### config.mk
export PLATFORM = sky130hd
export DESIGN_NAME = msrv_32_writeback_unit
export DESIGN_NICKNAME = d
export VERILOG_FILES = /design/src/rtl/msrv_32_writeback_unit.sv
export SDC_FILE = /design/constraint.sdc
export NUM_CORES = 1
export LEC_CHECK = 0
export BUFFER_PORTS_ARGS = -buffer_cell sky130_fd_sc_hd__buf_2
export CAP_MARGIN = 20
export CORE_UTILIZATION = 48
export DETAILED_ROUTE_END_ITERATION = 8
export PLACE_DENSITY = 0.76
export SLEW_MARGIN = 20
export SYNTH_ARGS = -nofsm -noshare
export SYNTH_HDL_FRONTEND = slang
export SYNTH_SLANG_ARGS = --single-unit
export TNS_END_PERCENT = 50
### constraint.sdc
create_clock -name ms_risc32_mp_clk_in -period 2.1 [get_ports ms_risc32_mp_clk_in]
set_input_delay 0.105 -clock ms_risc32_mp_clk_in [delete_from_list [all_inputs] [get_ports ms_risc32_mp_clk_in]]
set_output_delay 0.105 -clock ms_risc32_mp_clk_in [all_outputs]
set_load 0.1 [all_outputs]
### src/rtl/msrv_32_writeback_unit.sv
// Integer register file writeback arbiter for the msrv_32 core.
// Merges single-cycle ALU results with one outstanding data-memory load,
// extends load data by width/sign, and aborts loads that never return.
module msrv_32_writeback_unit #(
  parameter int unsigned LD_TIMEOUT = 16
) (
  input  logic        ms_risc32_mp_clk_in,
  input  logic        ms_risc32_mp_rst_in,
  input  logic        alu_valid_in,
  input  logic [4:0]  alu_rd_addr_in,
  input  logic [31:0] alu_result_in,
  input  logic        ld_issue_in,
  input  logic [4:0]  ld_rd_addr_in,
  input  logic [2:0]  ld_funct3_in,
  input  logic [1:0]  ld_addr_lsb_in,
  input  logic        dmem_rvalid_in,
  input  logic [31:0] dmem_rdata_in,
  output logic        wr_en_out,
  output logic [4:0]  rd_addr_out,
  output logic [31:0] rd_out,
  output logic        ld_busy_out,
  output logic        stall_out,
  output logic        ld_err_out
);

  typedef enum logic {
    ST_IDLE,
    ST_WAIT
  } state_t;

  state_t      r_state;
  logic [7:0]  r_count;
  logic        r_busy;
  logic        r_err;
  logic [4:0]  r_ld_rd;
  logic [2:0]  r_ld_funct3;
  logic [1:0]  r_ld_lsb;
  logic        r_ld_cancel;

  logic        r_skid_valid;
  logic [4:0]  r_skid_rd;
  logic [31:0] r_skid_data;

  logic        r_wr_en;
  logic [4:0]  r_rd_addr;
  logic [31:0] r_rd_data;

  logic        w_ld_resp;
  logic        w_alu_accept;
  logic        w_skid_load;
  logic        w_alu_direct;
  logic        w_waw;
  logic [7:0]  w_byte;
  logic [15:0] w_half;
  logic [31:0] w_ld_data;

  // Event decode: a response only counts while a load is outstanding, and the
  // ALU is only accepted when the skid entry is free.
  always_comb begin
    w_ld_resp    = (r_state == ST_WAIT) && dmem_rvalid_in;
    w_alu_accept = alu_valid_in && !r_skid_valid;
    w_skid_load  = w_ld_resp && w_alu_accept;
    w_alu_direct = !w_ld_resp && w_alu_accept;
    w_waw        = (r_state == ST_WAIT) && w_alu_direct && (alu_rd_addr_in == r_ld_rd);
  end

  // Select the addressed byte/half of the response and extend it per funct3.
  always_comb begin
    w_byte    = 8'h00;
    w_half    = 16'h0000;
    w_ld_data = dmem_rdata_in;
    case (r_ld_lsb)
      2'd0:    w_byte = dmem_rdata_in[7:0];
      2'd1:    w_byte = dmem_rdata_in[15:8];
      2'd2:    w_byte = dmem_rdata_in[23:16];
      default: w_byte = dmem_rdata_in[31:24];
    endcase
    w_half = r_ld_lsb[1] ? dmem_rdata_in[31:16] : dmem_rdata_in[15:0];
    case (r_ld_funct3)
      3'b000:  w_ld_data = {{24{w_byte[7]}}, w_byte};
      3'b001:  w_ld_data = {{16{w_half[15]}}, w_half};
      3'b100:  w_ld_data = {24'h000000, w_byte};
      3'b101:  w_ld_data = {16'h0000, w_half};
      default: w_ld_data = dmem_rdata_in;
    endcase
  end

  // Load tracking FSM: capture on issue, retire on response or timeout.
  always_ff @(posedge ms_risc32_mp_clk_in) begin
    if (ms_risc32_mp_rst_in) begin
      r_state     <= ST_IDLE;
      r_count     <= 8'd0;
      r_busy      <= 1'b0;
      r_err       <= 1'b0;
      r_ld_rd     <= 5'd0;
      r_ld_funct3 <= 3'd0;
      r_ld_lsb    <= 2'd0;
      r_ld_cancel <= 1'b0;
    end else begin
      case (r_state)
        ST_IDLE: begin
          if (ld_issue_in) begin
            r_state     <= ST_WAIT;
            r_busy      <= 1'b1;
            r_count     <= 8'd0;
            r_ld_rd     <= ld_rd_addr_in;
            r_ld_funct3 <= ld_funct3_in;
            r_ld_lsb    <= ld_addr_lsb_in;
            r_ld_cancel <= 1'b0;
          end
        end
        default: begin
          if (w_waw) begin
            r_ld_cancel <= 1'b1;
          end
          if (dmem_rvalid_in) begin
            r_state <= ST_IDLE;
            r_busy  <= 1'b0;
          end else if (r_count == 8'(LD_TIMEOUT - 1)) begin
            r_state <= ST_IDLE;
            r_busy  <= 1'b0;
            r_err   <= 1'b1;
          end else begin
            r_count <= r_count + 8'd1;
          end
        end
      endcase
    end
  end

  // One-entry skid holding an ALU result that lost to a load response.
  always_ff @(posedge ms_risc32_mp_clk_in) begin
    if (ms_risc32_mp_rst_in) begin
      r_skid_valid <= 1'b0;
      r_skid_rd    <= 5'd0;
      r_skid_data  <= 32'd0;
    end else if (r_skid_valid) begin
      r_skid_valid <= 1'b0;
    end else if (w_skid_load) begin
      r_skid_valid <= 1'b1;
      r_skid_rd    <= alu_rd_addr_in;
      r_skid_data  <= alu_result_in;
    end
  end

  // Write port: load response beats skid beats ALU; x0 writes are dropped.
  always_ff @(posedge ms_risc32_mp_clk_in) begin
    if (ms_risc32_mp_rst_in) begin
      r_wr_en   <= 1'b0;
      r_rd_addr <= 5'd0;
      r_rd_data <= 32'd0;
    end else begin
      r_wr_en <= 1'b0;
      if (w_ld_resp) begin
        if (!r_ld_cancel && (r_ld_rd != 5'd0)) begin
          r_wr_en   <= 1'b1;
          r_rd_addr <= r_ld_rd;
          r_rd_data <= w_ld_data;
        end
      end else if (r_skid_valid) begin
        if (r_skid_rd != 5'd0) begin
          r_wr_en   <= 1'b1;
          r_rd_addr <= r_skid_rd;
          r_rd_data <= r_skid_data;
        end
      end else if (w_alu_direct) begin
        if (alu_rd_addr_in != 5'd0) begin
          r_wr_en   <= 1'b1;
          r_rd_addr <= alu_rd_addr_in;
          r_rd_data <= alu_result_in;
        end
      end
    end
  end

  assign wr_en_out   = r_wr_en;
  assign rd_addr_out = r_rd_addr;
  assign rd_out      = r_rd_data;
  assign ld_busy_out = r_busy;
  assign ld_err_out  = r_err;
  assign stall_out   = r_skid_valid || ((r_state == ST_WAIT) && ld_issue_in);

endmodule

==> results by group <==
Routing
  • Met2 routed WL: 6840 um
  • Met1 WL: 6540 um
  • Uppermost layer routed: met4
  • Antenna Nets Post-Route: 0
  • Remaining DRCs: 0
  • WL final: 14800 um
  • Detailed router's first-iteration violation count: 377
  • TritonRoute pass-1 iters: 5
  • Met3 routed WL: 987 um
  • Via count: 5164
  • Routed length per instance: 16.4 um
  • Vias/cell: 5.73

Power and ir drop
  • Pwr Density: 742 nW/um2
  • P_leak: 2.55 nW
  • Max VDD drop: 0.543 mV

Cells and area
  • Fillers: 848
  • Fin nets: 849
  • Antenna cells: 0
  • Register area: 1960 um2
  • Share of layout cells above drive strength 1: 24.7%
  • Multi-input gate area: 2810 um2
  • Final core utilization: 65.0%
  • Area delta synth->final: 29.2%

Synth
  • Mapped Nets: 702
  • List of most frequent post-synthesis cells: nand2_1, dfxtp_1, nor2_1
  • Most numerous cell in the Yosys netlist: nand2_1
  • Seq/Total Area, Yosys: 39.4%
  • Cells after Synth: 617
  • Post-Syn Area per Cell: 8.08 um2
  • Seq cells post-synth: 98
  • Post-synth EDFFs: 0
  • Synthesis Warnings: 0
  • Main synth FF type: dfxtp_1
  • Yosys top cell area share: 39.4%
  • Cell taking the most area after synthesis: dfxtp_1
  • Synth area leaders: dfxtp_1, nand2_1, mux2i_1
  • Distinct cells, synth: 54
  • Async SR Flop Fraction: 0%
  • Mapped Area: 4980 um2

Clock network
  • CTS root buffer: clkbuf_8
  • Clk sink count: 98
  • Clock Latency Late Sink: 380 ps
  • Worst-path clk slew: 90 ps
  • Num CTS Buffers: 9
  • Max Buffers Root-to-Sink: 2
  • H-tree level count: 3
  • Clock tree from TritonCTS: yes

Worst hold path
  • Hold Path Depth: 3
  • Hold Path Class: primary input to register

STA
  • Max-slew violation count: 0
  • Setup TNS Final: 0 ps
  • WHS: 16.5 ps
  • Worst slew margin: 58.6%
  • Fin crit share: 97.5%
  • Final Hold Vio Count: 0
  • Minimum clock period: 2050 ps
  • Fmax: 0.488 GHz
  • Final setup fails: 0
  • Worst slew pin tran: 622 ps
  • Clock skew: 7.09 ps

Worst setup path
  • Worst EP arrival: 2300 ps
  • CP endpoint kind: register
  • Worst Setup Start Kind: register
  • CP max FO: 31
  • Kind of critical path: register to register
  • R2R cell count: 6
  • CP required: 2360 ps

Floorplanning
  • Initial core utilization: 50.3%
  • Core Rows: 36
  • Die Y: 104 um
  • Die Span X: 104 um
  • Core area: 9910 um2
  • Die area: 10800 um2
  • IO Pins: 125

Placement
  • Gpl congestion: 0.905
  • Dpl hpwl: 10400 um
  • I/O Buffers: 124

Global route
  • GRT Residual Overflow: 0
  • Vias in the first global route: 4939
  • Global Route Usage Sum: 27.4%
  • Initial antenna violation count: 0
  • Largest net degree at the start of global routing: 51
  • First-pass GRT wire length: 23700 um

Status
  • Outcome: complete, no violations

Job
  • Max Cap Viol: 0
-- critical path, cell delays in order, from the launching register on --
cell	delay, ps
dfxtp_1	330
or4_1	550
o21a_4	250
o32a_1	380
buf_12	180
nor2_1	160
a211oi_2	70
-- layer usage --
layer / global-route usage (%) / vias up
met5: 0 / -
met4: 14.1 / 0
met3: 4.07 / 35
met2: 42.9 / 246
met1: 36.6 / 2398
li1: - / 2485
-- cells in the final DEF (no fill, tap or decap), drive strengths merged, types with 8 or more instances in the layout --
cell type	instances
dlygate4sd3	44
nand2	112
dfxtp	98
a21oi	62
mux2	11
nor2	72
inv	12
buf	141
nand3b	9
nor2b	9
clkbuf	12
o21ai	19
a211oi	20
a31oi	17
o22ai	8
mux2i	37
-- kinds of logic (layout without fill, tap and decap cells) --
group,after synthesis,count (layout),share of synthesized area [%]
and+or+nand+nor,232,232,20.4
buffers and inverters,61,213,4.82
DFF,98,98,39.4
muxes,49,49,10.4
AOI/OAI and AO/OA,166,166,23.1
xor gates and xnor gates,10,10,1.76
adders and majority gates,1,1,0.251
-- metrics by stage --
step	instance area, um2	setup WS (ps)	instances	power (mW)
finish	6440	52.7	902	4.78
global placement	5750	122	841	3.43
global route	6440	-111	902	4.95
detailed placement	5750	15.1	841	3.46
CTS	6400	13.0	901	4.75
floorplan	4980	129	617	3.12
-- timing repair --
action | CTS | global route
setup buffers | 0 | 1
endpoints found under the setup margin | 0 | 29
endpoints found under the hold margin | 44 | 0
hold buffers | 44 | 0
gates resized for setup | 0 | 6
-- power by group --
group | internal [mW] | total, mW | switching (mW)
clock network | 0.614 | 1.26 | 0.649
registers | 1.97 | 2.04 | 0.0740
logic | 0.411 | 1.48 | 1.06
total | 2.99 | 4.78 | 1.79
-- final cells by class --
| cell class | instances | share of cell area, % |
|---|---|---|
| tap | 133 | 2.58 |
| clock inverter | 4 | 0.777 |
| inverter | 12 | 0.699 |
| sequential | 98 | 30.5 |
| timing repair buffer | 185 | 19.5 |
| clock buffer | 12 | 2.41 |
| multi-input combinational | 458 | 43.6 |
-- flip-flops by register name, indices dropped and copies added (netlist names) --
| register | cells |
|---|---|
| ld_err_out | 1 |
| rd_addr_out | 5 |
| ld_busy_out | 1 |
| r_skid_valid | 1 |
| r_skid_rd | 5 |
| rd_out | 32 |
| r_skid_data | 32 |
| wr_en_out | 1 |
| r_ld_rd | 5 |
| r_count | 8 |
| r_ld_funct3 | 3 |
| r_ld_cancel | 1 |
| r_state | 1 |
| r_ld_lsb | 2 |
-- worst paths after layout --
kind	from	end	slack (ps)
setup / recovery	r_skid_rd[1]	rd_out[16]	50
hold / removal	alu_rd_addr_in[0]	r_skid_rd[0]	20
setup reg to reg	r_skid_rd[1]	rd_out[16]	50
hold reg to reg	r_skid_data[25]	r_skid_data[25]	460
(Power assumes the default switching activity.)
